File: config.mk
export PLATFORM = sky130hd
export DESIGN_NAME = btn_conditioner
export DESIGN_NICKNAME = d
export VERILOG_FILES = /design/src/rtl/btn_conditioner.sv
export SDC_FILE = /design/constraint.sdc
export NUM_CORES = 1
export LEC_CHECK = 0
export ABC_AREA = 1
export CAP_MARGIN = 10
export CORE_MARGIN = 1
export CORE_UTILIZATION = 25
export DETAILED_ROUTE_END_ITERATION = 6
export SYNTH_ARGS = -nofsm -noshare
export SYNTH_HDL_FRONTEND = slang
export SYNTH_SLANG_ARGS = --single-unit
File: constraint.sdc
create_clock -name clk -period 6.37 [get_ports clk]
set_input_delay 0.9555 -clock clk [delete_from_list [all_inputs] [get_ports clk]]
set_output_delay 0.9555 -clock clk [all_outputs]
set_load 0.02 [all_outputs]
File: src/rtl/btn_conditioner.sv
// btn_conditioner: synchronises, debounces and arbitrates raw push-button
// pads into a clean zero-or-one-hot level for the game controller, plus
// press/release strobes and a multi-button conflict flag.
module btn_conditioner #(
  parameter int NUM_BTN     = 4,
  parameter int DEBOUNCE_MS = 20,
  parameter int SYNC_STAGES = 2
) (
  input  logic               clk,
  input  logic               rst,
  input  logic [15:0]        ticks_per_milli,
  input  logic [NUM_BTN-1:0] btn_raw,
  output logic [NUM_BTN-1:0] btn,
  output logic [NUM_BTN-1:0] btn_press,
  output logic [NUM_BTN-1:0] btn_release,
  output logic               conflict
);

  localparam int         IDX_W     = (NUM_BTN > 1) ? $clog2(NUM_BTN) : 1;
  localparam logic [7:0] STAB_LAST = 8'(DEBOUNCE_MS - 1);

  typedef enum logic [1:0] {
    S_IDLE,
    S_HELD,
    S_WAIT_ALL,
    S_CONFLICT
  } state_t;

  // ---------------------------------------------------------------------------
  // Millisecond time base
  // ---------------------------------------------------------------------------
  logic [15:0] tick_cnt_q, tick_cnt_d;
  logic        ms_tick_q, ms_tick_d;

  // Free-running counter; >= (not ==) so lowering ticks_per_milli mid-run
  // wraps on the next edge instead of running through all 65536 states.
  always_comb begin
    tick_cnt_d = tick_cnt_q + 16'd1;
    ms_tick_d  = 1'b0;
    if (tick_cnt_q >= ticks_per_milli) begin
      tick_cnt_d = '0;
      ms_tick_d  = 1'b1;
    end
  end

  // Tick counter and registered one-cycle millisecond strobe.
  always_ff @(posedge clk or posedge rst) begin
    if (rst) begin
      tick_cnt_q <= '0;
      ms_tick_q  <= 1'b0;
    end else begin
      tick_cnt_q <= tick_cnt_d;
      ms_tick_q  <= ms_tick_d;
    end
  end

  // ---------------------------------------------------------------------------
  // Synchroniser
  // ---------------------------------------------------------------------------
  logic [NUM_BTN-1:0] sync_q [SYNC_STAGES];
  logic [NUM_BTN-1:0] sync_d [SYNC_STAGES];
  logic [NUM_BTN-1:0] sync;

  // Shift the raw pads down the metastability chain.
  always_comb begin
    sync_d[0] = btn_raw;
    for (int s = 1; s < SYNC_STAGES; s++) begin
      sync_d[s] = sync_q[s-1];
    end
  end

  // Synchroniser flops.
  always_ff @(posedge clk or posedge rst) begin
    if (rst) begin
      for (int s = 0; s < SYNC_STAGES; s++) begin
        sync_q[s] <= '0;
      end
    end else begin
      for (int s = 0; s < SYNC_STAGES; s++) begin
        sync_q[s] <= sync_d[s];
      end
    end
  end

  assign sync = sync_q[SYNC_STAGES-1];

  // ---------------------------------------------------------------------------
  // Debounce
  // ---------------------------------------------------------------------------
  logic [NUM_BTN-1:0] deb_q, deb_d;
  logic [7:0]         stab_q [NUM_BTN];
  logic [7:0]         stab_d [NUM_BTN];
  logic [NUM_BTN-1:0] mismatch;
  logic [NUM_BTN-1:0] stab_full;

  // Per-button helper flags: differs from accepted level / interval complete.
  generate
    for (genvar gi = 0; gi < NUM_BTN; gi++) begin : g_flag
      assign mismatch[gi]  = sync[gi] ^ deb_q[gi];
      assign stab_full[gi] = (stab_q[gi] == STAB_LAST);
    end
  endgenerate

  // A new level is accepted only after DEBOUNCE_MS consecutive ticks of
  // disagreement; any return to the accepted level restarts the count.
  always_comb begin
    deb_d = deb_q;
    for (int i = 0; i < NUM_BTN; i++) begin
      stab_d[i] = stab_q[i];
      if (!mismatch[i]) begin
        stab_d[i] = '0;
      end else if (ms_tick_q) begin
        if (stab_full[i]) begin
          deb_d[i]  = sync[i];
          stab_d[i] = '0;
        end else begin
          stab_d[i] = stab_q[i] + 8'd1;
        end
      end
    end
  end

  // Debounced level and stability counters.
  always_ff @(posedge clk or posedge rst) begin
    if (rst) begin
      deb_q <= '0;
      for (int i = 0; i < NUM_BTN; i++) begin
        stab_q[i] <= '0;
      end
    end else begin
      deb_q <= deb_d;
      for (int i = 0; i < NUM_BTN; i++) begin
        stab_q[i] <= stab_d[i];
      end
    end
  end

  // ---------------------------------------------------------------------------
  // Arbiter
  // ---------------------------------------------------------------------------
  state_t             state_q, state_d;
  logic [IDX_W-1:0]   idx_q, idx_d;
  logic [NUM_BTN-1:0] btn_q, btn_d;
  logic [NUM_BTN-1:0] press_q, press_d;
  logic [NUM_BTN-1:0] release_q, release_d;
  logic               conflict_q, conflict_d;

  logic               deb_any;
  logic               deb_multi;
  logic [IDX_W-1:0]   deb_enc;
  logic [NUM_BTN-1:0] held_mask;

  // Classify the debounced vector: any bit, more than one bit, and the
  // index of the set bit (meaningful only when exactly one is set).
  always_comb begin
    deb_any   = (deb_q != '0);
    deb_multi = ((deb_q & (deb_q - NUM_BTN'(1))) != '0);
    deb_enc   = '0;
    for (int i = 0; i < NUM_BTN; i++) begin
      if (deb_q[i]) begin
        deb_enc = IDX_W'(i);
      end
    end
  end

  assign held_mask = NUM_BTN'(1) << idx_q;

  // Next-state and registered-output logic; strobes default low.
  always_comb begin
    state_d   = state_q;
    idx_d     = idx_q;
    btn_d     = btn_q;
    press_d   = '0;
    release_d = '0;
    unique case (state_q)
      S_IDLE: begin
        btn_d = '0;
        if (deb_multi) begin
          state_d = S_CONFLICT;
        end else if (deb_any) begin
          idx_d   = deb_enc;
          btn_d   = NUM_BTN'(1) << deb_enc;
          press_d = NUM_BTN'(1) << deb_enc;
          state_d = S_HELD;
        end
      end
      S_HELD: begin
        btn_d = held_mask;
        if ((deb_q & held_mask) == '0) begin
          btn_d     = '0;
          release_d = held_mask;
          // Another button still down must not turn into a fresh press.
          state_d   = deb_any ? S_WAIT_ALL : S_IDLE;
        end
      end
      S_WAIT_ALL: begin
        btn_d = '0;
        if (!deb_any) begin
          state_d = S_IDLE;
        end
      end
      S_CONFLICT: begin
        btn_d = '0;
        if (!deb_any) begin
          state_d = S_IDLE;
        end
      end
      default: begin
        btn_d   = '0;
        state_d = S_IDLE;
      end
    endcase
    conflict_d = (state_d == S_CONFLICT);
  end

  // Arbiter state and registered outputs.
  always_ff @(posedge clk or posedge rst) begin
    if (rst) begin
      state_q    <= S_IDLE;
      idx_q      <= '0;
      btn_q      <= '0;
      press_q    <= '0;
      release_q  <= '0;
      conflict_q <= 1'b0;
    end else begin
      state_q    <= state_d;
      idx_q      <= idx_d;
      btn_q      <= btn_d;
      press_q    <= press_d;
      release_q  <= release_d;
      conflict_q <= conflict_d;
    end
  end

  assign btn         = btn_q;
  assign btn_press   = press_q;
  assign btn_release = release_q;
  assign conflict    = conflict_q;

endmodule

# [Yosys cells after proc, flatten, opt, wreduce, memory -nomap -nowiden]
# Index checks and enable logic that the tools add are counted.
[word_totals] regBits=78 inputBits=22 out_inout_bits=13
[op_classes] n_addsub=6 n_lt_le_gt_ge=1 eq_ne=12 n_shift=2 mux=30 n_bitwise=7 reduce_logical=10
[op_table] operator="$mux 8" count=12
[op_table] operator="$add 8x1->8 const B" count=4
[op_table] operator="$eq 8x5->1 const B" count=4
[op_table] operator="$mux 4" count=6
[op_table] operator="$add 16x1->16 const B" count=1
[op_table] operator="$ge 16x16->1" count=1
[op_table] operator="$mux 16" count=1
[op_table] operator="$reduce_and 3->1" count=5
[op_table] operator="$mux 2" count=7
[op_table] operator="$pmux 4 s3" count=1
[op_table] operator="$and 4x4->4" count=2
[op_table] operator="$ne 2x2->1 const B" count=4
[op_table] operator="$reduce_bool 4->1" count=2
[op_table] operator="$shl 1x2->4 const A" count=2
[op_table] operator="$eq 2x2->1 const B" count=3
[op_table] operator="$pmux 2 s3" count=1
[op_table] operator="$logic_not 4->1" count=1
[op_table] operator="$sub 4x1->4 const B" count=1
[op_table] operator="$xor 1x1->1" count=4
[op_table] operator="$eq 2x1->1 const B" count=1
[op_table] operator="$logic_not 2->1" count=1
[op_table] operator="$mux 1" count=2
[op_table] operator="$reduce_or 2->1" count=1
[op_table] operator="$not 1->1" count=1

# [Depth between registers and ports, before layout]
# Gate-level depths: netlist of run 1.
[logic_depth] word_depth=7 mapped_depth=13 mapped_depth_nobuf=12

# [Least setup slack after synthesis of run 1]
# No wires, ideal clock.
[synth_path] path_kind="input -> register" start="input ticks_per_milli[7]" end="register tick_cnt_q[12]" setup_time_ns=0.120 arrival_ns=1.930 t_required_ns=6.250 path_slack_ns=4.321 cell_stages=12 cell_sequence="inv_1 -> ha_1 -> nand2_1 -> inv_1 -> nand2_1 -> nor2_1 -> nor2_1 -> nand2_1 -> nand2_1 -> nand2_2 -> buf_6 -> nor2_1"
[synth_via] elab_chain_cells=2
[synth_lines] element="start: declaration" line="11" source="input logic [15:0] ticks_per_milli,"
[synth_lines] element="$ge 16x16->1" line="40" source="if (tick_cnt_q >= ticks_per_milli) begin"
[synth_lines] element="$mux 16" line="40"
[synth_lines] element="named net tick_cnt_d[12]" line="32" source="logic [15:0] tick_cnt_q, tick_cnt_d;"
[synth_lines] element="end signal: assignment" line="52" source="tick_cnt_q <= tick_cnt_d;"
[synth_lines] element="end: declaration" line="32"
# The timed path passes the listed nets, and every way through them passes these cells.
# A chain may end at the register's enable or synchronous reset.

# [Worst setup path after layout of run 1]
[layout_path] start="input ticks_per_milli[7]" end="register tick_cnt_q[7]"
# Same word-level chain as after synthesis.

==> results.md, run 1 <==
* Status: completed
* Port buffer count at 34
* Total nets after synthesis at 550
* Distinct cells, synth at 26
* FMAX at 0.420 GHz
* Internal power at roughly 960 µW
* Slowest stage delay, CP at about 450 ps
* Iter 0 DRT Violations at 206
* Minimum clock period after layout at roughly 2400 ps
* Cell taking the most area after synthesis: dfrtp_1
* Placed cell count at approximately 760
* Hold Crit Class: register to register
* Vias in the first global route at 3118
* Cell mode on critical path: nand2_1
* First-pass GRT wire length at around 14000 µm
* Die H at approximately 130 µm
* Setup crit end kind: register
* Setup CP Type: input port to register
* Synth Register Bits at around 80
* Detail-routed via count per cell at 4.14
* N_diodes at 0
* Seq/Total Area, Yosys at between 40% and 50%
* Wirelength per Cell at slightly above 10 µm
* DRT antenna net count at 0
* Num CTS Buffers at 9
* Max Slew Vio Count at 0
* Ranking of synthesized cells by area: dfrtp_1 47%, nand2_1 9.9%, inv_1 6.9%
* Die width at 131 µm
* TritonRoute pass-1 iters at 4
* Mean Syn Cell Area at 8.24 µm²
* H-tree depth at 3
* Rel. slew slack at 33.6%
* Clock power share at between 40% and 50%
* Post-layout nets at roughly 600
* Initial antenna violation count at 0
* Clock buffer depth at 2
* Clk slew on worst S/H paths at about 60 ps
* Top Family by Delay on Critical Path: simple AND/OR/NAND/NOR gates
* Peak supply drop at 0.141 mV
* GPL Wtd Cong at 0.797
* Crit start category: input port
* Clock skew at about 4.4 ps
* Cells along the critical path: clkdlybuf4s50_1 > inv_1 > ha_1 > nand2_1 > inv_1 > nand2_1 > nor2_1 > nor2_1 > nand2_1 > nand2_1 > nand2_2 > nor2_1
* Largest family of logic cells by synthesized area: simple AND/OR/NAND/NOR gates
* CTS Hold Bufs at 0
* Area delta synth->final at 22.7%
* Static leakage at around 2.3 nW
* Crit Path Max Fanout at 17
* Remaining DRCs at 0
* # clock sinks at around 80
* Compound-Gate Fraction of Synth Area at around 8.0%
* Worst Path Required at 6590 ps
* Worst Tran Pin Value at roughly 1000 ps
* Die area at between 0.015 and 0.02 mm²
* Storage cell area at 0.00195 mm²
* Total grt overflow at 0
* Post-Layout Cell Count at slightly below 800
* Detailed placement HPWL at approximately 5700 µm
* Logic pwr share at approximately 11%
* Critical path buffers and inverters at 3
* Postcts setup bufs at 0
* Synth top area share at a little under half
* Starting Density at 25.9%
* Fillers at between 1.5k and 2k
* Period utilization at roughly 37%
* Adder-Cell Fraction of Synth Area at between 6 and 7%
* Post-layout util at between 30% and 40%
* Sw power at a little over 300 µW
* Cell Rows at between 40 and 50
* Root Buffer: clkbuf_16
* GRT Util Overall at between 10 and 15%
* Post-cts repair resize count at 0
* RSZ-0062 raised after global routing: false
* PwrDens at between 200 and 250 mW/mm²
* Setup-failing EPs final at 0
* Io pins at 35
* Yosys warning count at 0
* R2R setup slack at 4660 ps
* Cell area after synthesis at between 0.004 and 0.005 mm²
* Largest net degree at the start of global routing at 79
* Layout cells sized above 1 at a little under a tenth
* Final WL at 7900 µm
* Setup_tns at 0 ps
* Mux share of post-synthesis cell area at 0%
* CP max stage cell: clkdlybuf4s50_1
* Core area at roughly 0.016 mm²
* Synth Area in XOR/XNOR at a little over 6%
* Multi-input gate area at about 0.0019 mm²
* Sequential share of power at between 40% and 50%
* Final hold vios at 0
* Number of max-cap violations at 0
* Commonest non-fill, non-tap cell in the layout: nand2_1
* Sw Ratio at approximately a quarter
* CTS tree: built
* Post-synthesis simple-gate area fraction at 24.6%
* Commonest non-fill, non-tap cells in the layout: 110 x nand2_1, 78 x dfrtp_1, 76 x inv_1, 43 x nor2_1, 35 x nand3_1
* Crit path DAT at between 2000 and 3000 ps
* Worst-Skew Late Latency at 340 ps
* Post-Synthesis Cells at between 500 and 600
* Vias at roughly 3.2k
## state kept, by name (all words and copies together) (netlist names), 2 cells and up
| register | flops |
|---|---|
| state_q | 2 |
| tick_cnt_q | 16 |
| btn_press | 4 |
| deb_q | 4 |
| btn | 4 |
| sync_d | 4 |
| sync | 4 |
| idx_q | 2 |
| stab_q | 32 |
| btn_release | 4 |
## synth_stat cells
library cell  number
o21ai_1           11
o21bai_1           2
nor2_2             8
nand3_2            1
o22ai_1           15
nor3_1             9
inv_1             77
nor2_4             1
dfrtp_1           78
nand2_1          110
nand2_2            5
nor3_2             2
nand4_2            1
nor3_4             1
nor4_1             4
nor2_1            43
xnor2_1            5
inv_2             13
o21ai_2            4
nand3_1           35
nand4_1            9
xor2_1            24
a21oi_1           14
buf_6              1
o21ai_0           13
ha_1              21
## worst reg2reg max path, delay by kind of cell (launching register included)
kind          cells  cell delay [ps]
fa+ha+maj         1              320
simple gates      8              800
buf+inv           1               40
flops             1              420
## cells by family after synthesis
kind of cell               Yosys count
adders and majority gates           21
DFF                                 78
AOI/OAI and AO/OA                   59
and+or+nand+nor                    229
buffers and inverters               91
xor gates and xnor gates            29
## through the flow
step                      hold slack [ps]  cell area [µm²]  power (mW)  setup WS [ps]
after floorplan                       331             4180       0.649           3420
after global placement                332             4790       0.690           3630
after detailed placement              338             4790       0.694           3620
after CTS                             351             5130        1.30           3980
after global routing                  353             5130        1.34           3810
final                                 348             5130        1.27           3990
## final timing paths
| kind | start | endpoint | cells after the start |
|---|---|---|---|
| max reg2reg | tick_cnt_q[5] | tick_cnt_q[7] | 10 |
| max in group asynchronous | rst | stab_q[14] | 3 |
| min | sync_d[1] | sync[1] | 0 |
| min in group asynchronous | rst | sync_d[1] | 3 |
| min reg2reg | sync_d[1] | sync[1] | 0 |
| max | ticks_per_milli[7] | tick_cnt_q[7] | 12 |
## cell type report
class	instances	area share [%]
clock buffer	11	4.54
clock inverter	5	2.10
inverter	90	6.61
multi-input combinational	338	36.6
sequential	78	38.1
tap	216	5.27
timing repair buffer	35	6.78
## power by group through the flow
stage | logic (mW) | registers (mW) | clock network [mW]
2_1_floorplan | 0.103 | 0.546 | 0
3_3_place_gp | 0.136 | 0.554 | 0
3_5_place_dp | 0.140 | 0.554 | 0
4_1_cts | 0.141 | 0.546 | 0.609
5_1_grt | 0.165 | 0.549 | 0.628
6_report | 0.137 | 0.545 | 0.587
## metal layers
layer | wire (µm) | part of all wire (%) | vias up | GRT usage, %
met1 | 4050 | 51 | 1445 | 13.0
met2 | 3440 | 44 | 37 | 16.0
met5 | 0 | 0 | - | 0
met3 | 221 | 2.8 | 10 | 2.78
met4 | 176 | 2.2 | 0 | 5.23
li1 | - | - | 1709 | -
Note: power is estimated with default switching activity, not from simulation.
==> run 2: changes to the inputs <==
==> constraint.sdc (replaced) <==
create_clock -name clk -period 2.17 [get_ports clk]
set_input_delay 0.3255 -clock clk [delete_from_list [all_inputs] [get_ports clk]]
set_output_delay 0.3255 -clock clk [all_outputs]
set_load 0.02 [all_outputs]
==> run 2 against run 1 <==
Clock power grew to 2.6 times the previous value. Worst hold slack better by 5.0 ps. Combinational power grew to 3.0 times the previous value. Clock skew is 5.0 ps higher. Global-route usage is 0.39 points lower. Total power grew to 2.8 times the previous value. Die area stayed put. Highest routed layer unchanged.
==> results.md, run 2 (synthesized netlist as in run 1, its figures left out) <==
* Post-layout nets at 595 (unchanged)
* Worst reg2reg path depth at 10 (unchanged)
* Hold Path End: sync[2] (was sync[1])
* Commonest non-fill, non-tap cells in the layout: 110 x nand2_1, 78 x dfrtp_1, 76 x inv_1, 43 x nor2_1, 35 x nand3_1 (unchanged)
* Final hold vios at 0 (unchanged)
* Worst-Skew Late Latency at 340 ps (about the same)
* Die area at 0.0172 mm² (unchanged)
* Setup CP Type: input port to register (unchanged)
* Crit start category: input port (unchanged)
* Largest net degree at the start of global routing at 79 (unchanged)
* Cell Rows at 46 (unchanged)
* Io pins at 35 (unchanged)
* Biggest register: stab_q (unchanged)
* Hold Path Depth at 0 (unchanged)
* Detailed placement HPWL at 5570 µm (was 5650 µm)
* Detail-routed via count per cell at 4.16 (was 4.14)
* Total grt overflow at 0 (unchanged)
* Worst setup margin at 392 ps (was 3990 ps)
* Final WL at 7720 µm (was 7900 µm)
* # clock sinks at 78 (unchanged)
* First-pass GRT wire length at 13800 µm (was 14200 µm)
* CTS tree: built (unchanged)
* Port buffer count at 34 (unchanged)
* Sw power at 926 µW (was 310 µW)
* H-tree depth at 3 (unchanged)
* Pre-CTS WS at 20.7 ps (was 3620 ps)
* Wirelength per Cell at 9.98 µm (was 10.2 µm)
* Top flop regs: stab_q: 32 flops, tick_cnt_q: 16 flops (unchanged)
* Starting Density at 25.9% (unchanged)
* Period utilization at about 82%
* Hold Crit Class: register to register (unchanged)
* Static leakage at 2.26 nW (was 2.27 nW)
* Sw Ratio at 26.4% (was 24.4%)
* Reg-to-reg critical path startpoint: tick_cnt_q[7] (was tick_cnt_q[5])
* Clk slew on worst S/H paths at 60 ps (about the same)
* Postcts setup bufs at 0 (unchanged)
* Peak supply drop at 0.304 mV (was 0.141 mV)
* Max Slew Vio Count at 0 (unchanged)
* Post-cts repair resize count at 0 (unchanged)
* Core area at 0.0161 mm² (unchanged)
* Number of max-cap violations at 0 (unchanged)
* R2r endpoint: tick_cnt_q[13] (was tick_cnt_q[7])
* Area delta synth->final at 22.1% (was 22.7%)
* Max reg flops at 32 (unchanged)
* Root Buffer: clkbuf_16 (unchanged)
* Clock power share at 43.0% (was 46.3%)
* Rel. slew slack at 72.5% (was 33.6%)
* Hold_ws at 353 ps (was 348 ps)
* GRT Util Overall at 9.87% (was 10.3%)
* TritonRoute pass-1 iters at 5 (was 4)
* RSZ-0062 raised after global routing: false (unchanged)
* Iter 0 DRT Violations at 211 (was 206)
* Die H at 131 µm (unchanged)
* Crit path DAT at 1990 ps (was 2600 ps)
* Crit Path Max Fanout at 17 (unchanged)
* N_diodes at 0 (unchanged)
* Worst Tran Pin Value at 412 ps (was 995 ps)
* Commonest non-fill, non-tap cell in the layout: nand2_1 (unchanged)
* Setup_tns at 0 ps (unchanged)
* Die width at 131 µm (unchanged)
* Remaining DRCs at 0 (unchanged)
* Layout cells sized above 1 at 9.52% (was 9.34%)
* GPL Wtd Cong at 0.795 (was 0.797)
* Setup crit end kind: register (unchanged)
* Vias in the first global route at 3031 (was 3118)
* Logic pwr share at 11.5% (was 10.8%)
* Initial antenna violation count at 0 (unchanged)
* Num CTS Buffers at 9 (unchanged)
* Worst Path Required at 2380 ps (was 6590 ps)
* Sequential share of power at 45.5% (was 43.0%)
* CTS Hold Bufs at 0 (unchanged)
* DRT antenna net count at 0 (unchanged)
* Status: completed (unchanged)
* R2R setup slack at 450 ps (was 4660 ps)
* Clock buffer depth at 2 (unchanged)
* HP Start: sync_d[2] (was sync_d[1])
* Vias at 3213 (was 3201)
* Setup-failing EPs final at 0 (unchanged)
* PwrDens at 689 mW/mm² (was 248 mW/mm²)
* Internal power at 2.59 mW (was 959 µW)
* FMAX at approximately 0.56 GHz
* Clock skew at 9.47 ps (was 4.42 ps)
* Minimum clock period after layout at around 1800 ps
[run 2: power by group through the flow]
| stage | sequential, mW | clock [mW] | combinational [mW] |
|---|---|---|---|
| 3_5_place_dp | 1.63 | 0 | 0.409 |
| 2_1_floorplan | 1.60 | 0 | 0.303 |
| 4_1_cts | 1.60 | 1.56 | 0.413 |
| 3_3_place_gp | 1.63 | 0 | 0.402 |
| 6_report | 1.60 | 1.51 | 0.405 |
| 5_1_grt | 1.61 | 1.63 | 0.479 |
[run 2: cell type report]
type / count / area (µm²)
multi-input combinational: 338 / 1880
timing repair buffer: 35 / 360
clock inverter: 6 / 70.1
fill: 1712 / 11000
tap: 216 / 270
inverter: 90 / 342
sequential: 78 / 1950
clock buffer: 10 / 229
[run 2: worst max-delay path by stage]
stage | start | to | slack (ps) | depth (start not counted)
6_report | ticks_per_milli[7] | tick_cnt_q[13] | 390 | 12
5_1_grt | ticks_per_milli[7] | tick_cnt_q[13] | 250 | 12
4_1_cts | ticks_per_milli[7] | tick_cnt_q[13] | 380 | 12
3_5_place_dp | ticks_per_milli[7] | tick_cnt_q[13] | 20 | 12
3_3_place_gp | ticks_per_milli[7] | tick_cnt_q[1] | 70 | 12
2_1_floorplan | tick_cnt_q[5] | tick_cnt_q[12] | 720 | 11
[run 2: routing by layer]
metal | part of all wire, % | up-vias | global-route usage (%)
li1 | - | 1717 | -
met1 | 51 | 1451 | 12.9
met2 | 45 | 38 | 15.3
met3 | 2.8 | 7 | 2.85
met4 | 1.2 | 0 | 3.75
met5 | 0 | - | 0
[run 2: worst max-delay path, stage by stage]
cell	delay, ps
clkdlybuf4s50_1	450
inv_1	40
ha_1	290
nand2_1	50
inv_1	70
nand2_1	60
nor2_1	120
nor2_1	50
nand2_1	100
nand2_1	70
nand2_2	280
nor2_1	80
[run 2: metrics by stage]
| step | utilization [%] | cells | cell area, µm² | total power [mW] |
|---|---|---|---|---|
| after floorplan | - | 507 | 4180 | 1.91 |
| after global placement | 29.8 | 757 | 4800 | 2.03 |
| after detailed placement | 29.8 | 757 | 4800 | 2.04 |
| after CTS | 31.7 | 773 | 5100 | 3.57 |
| after global routing | 31.7 | 773 | 5100 | 3.72 |
| final | 31.7 | 773 | 5100 | 3.51 |
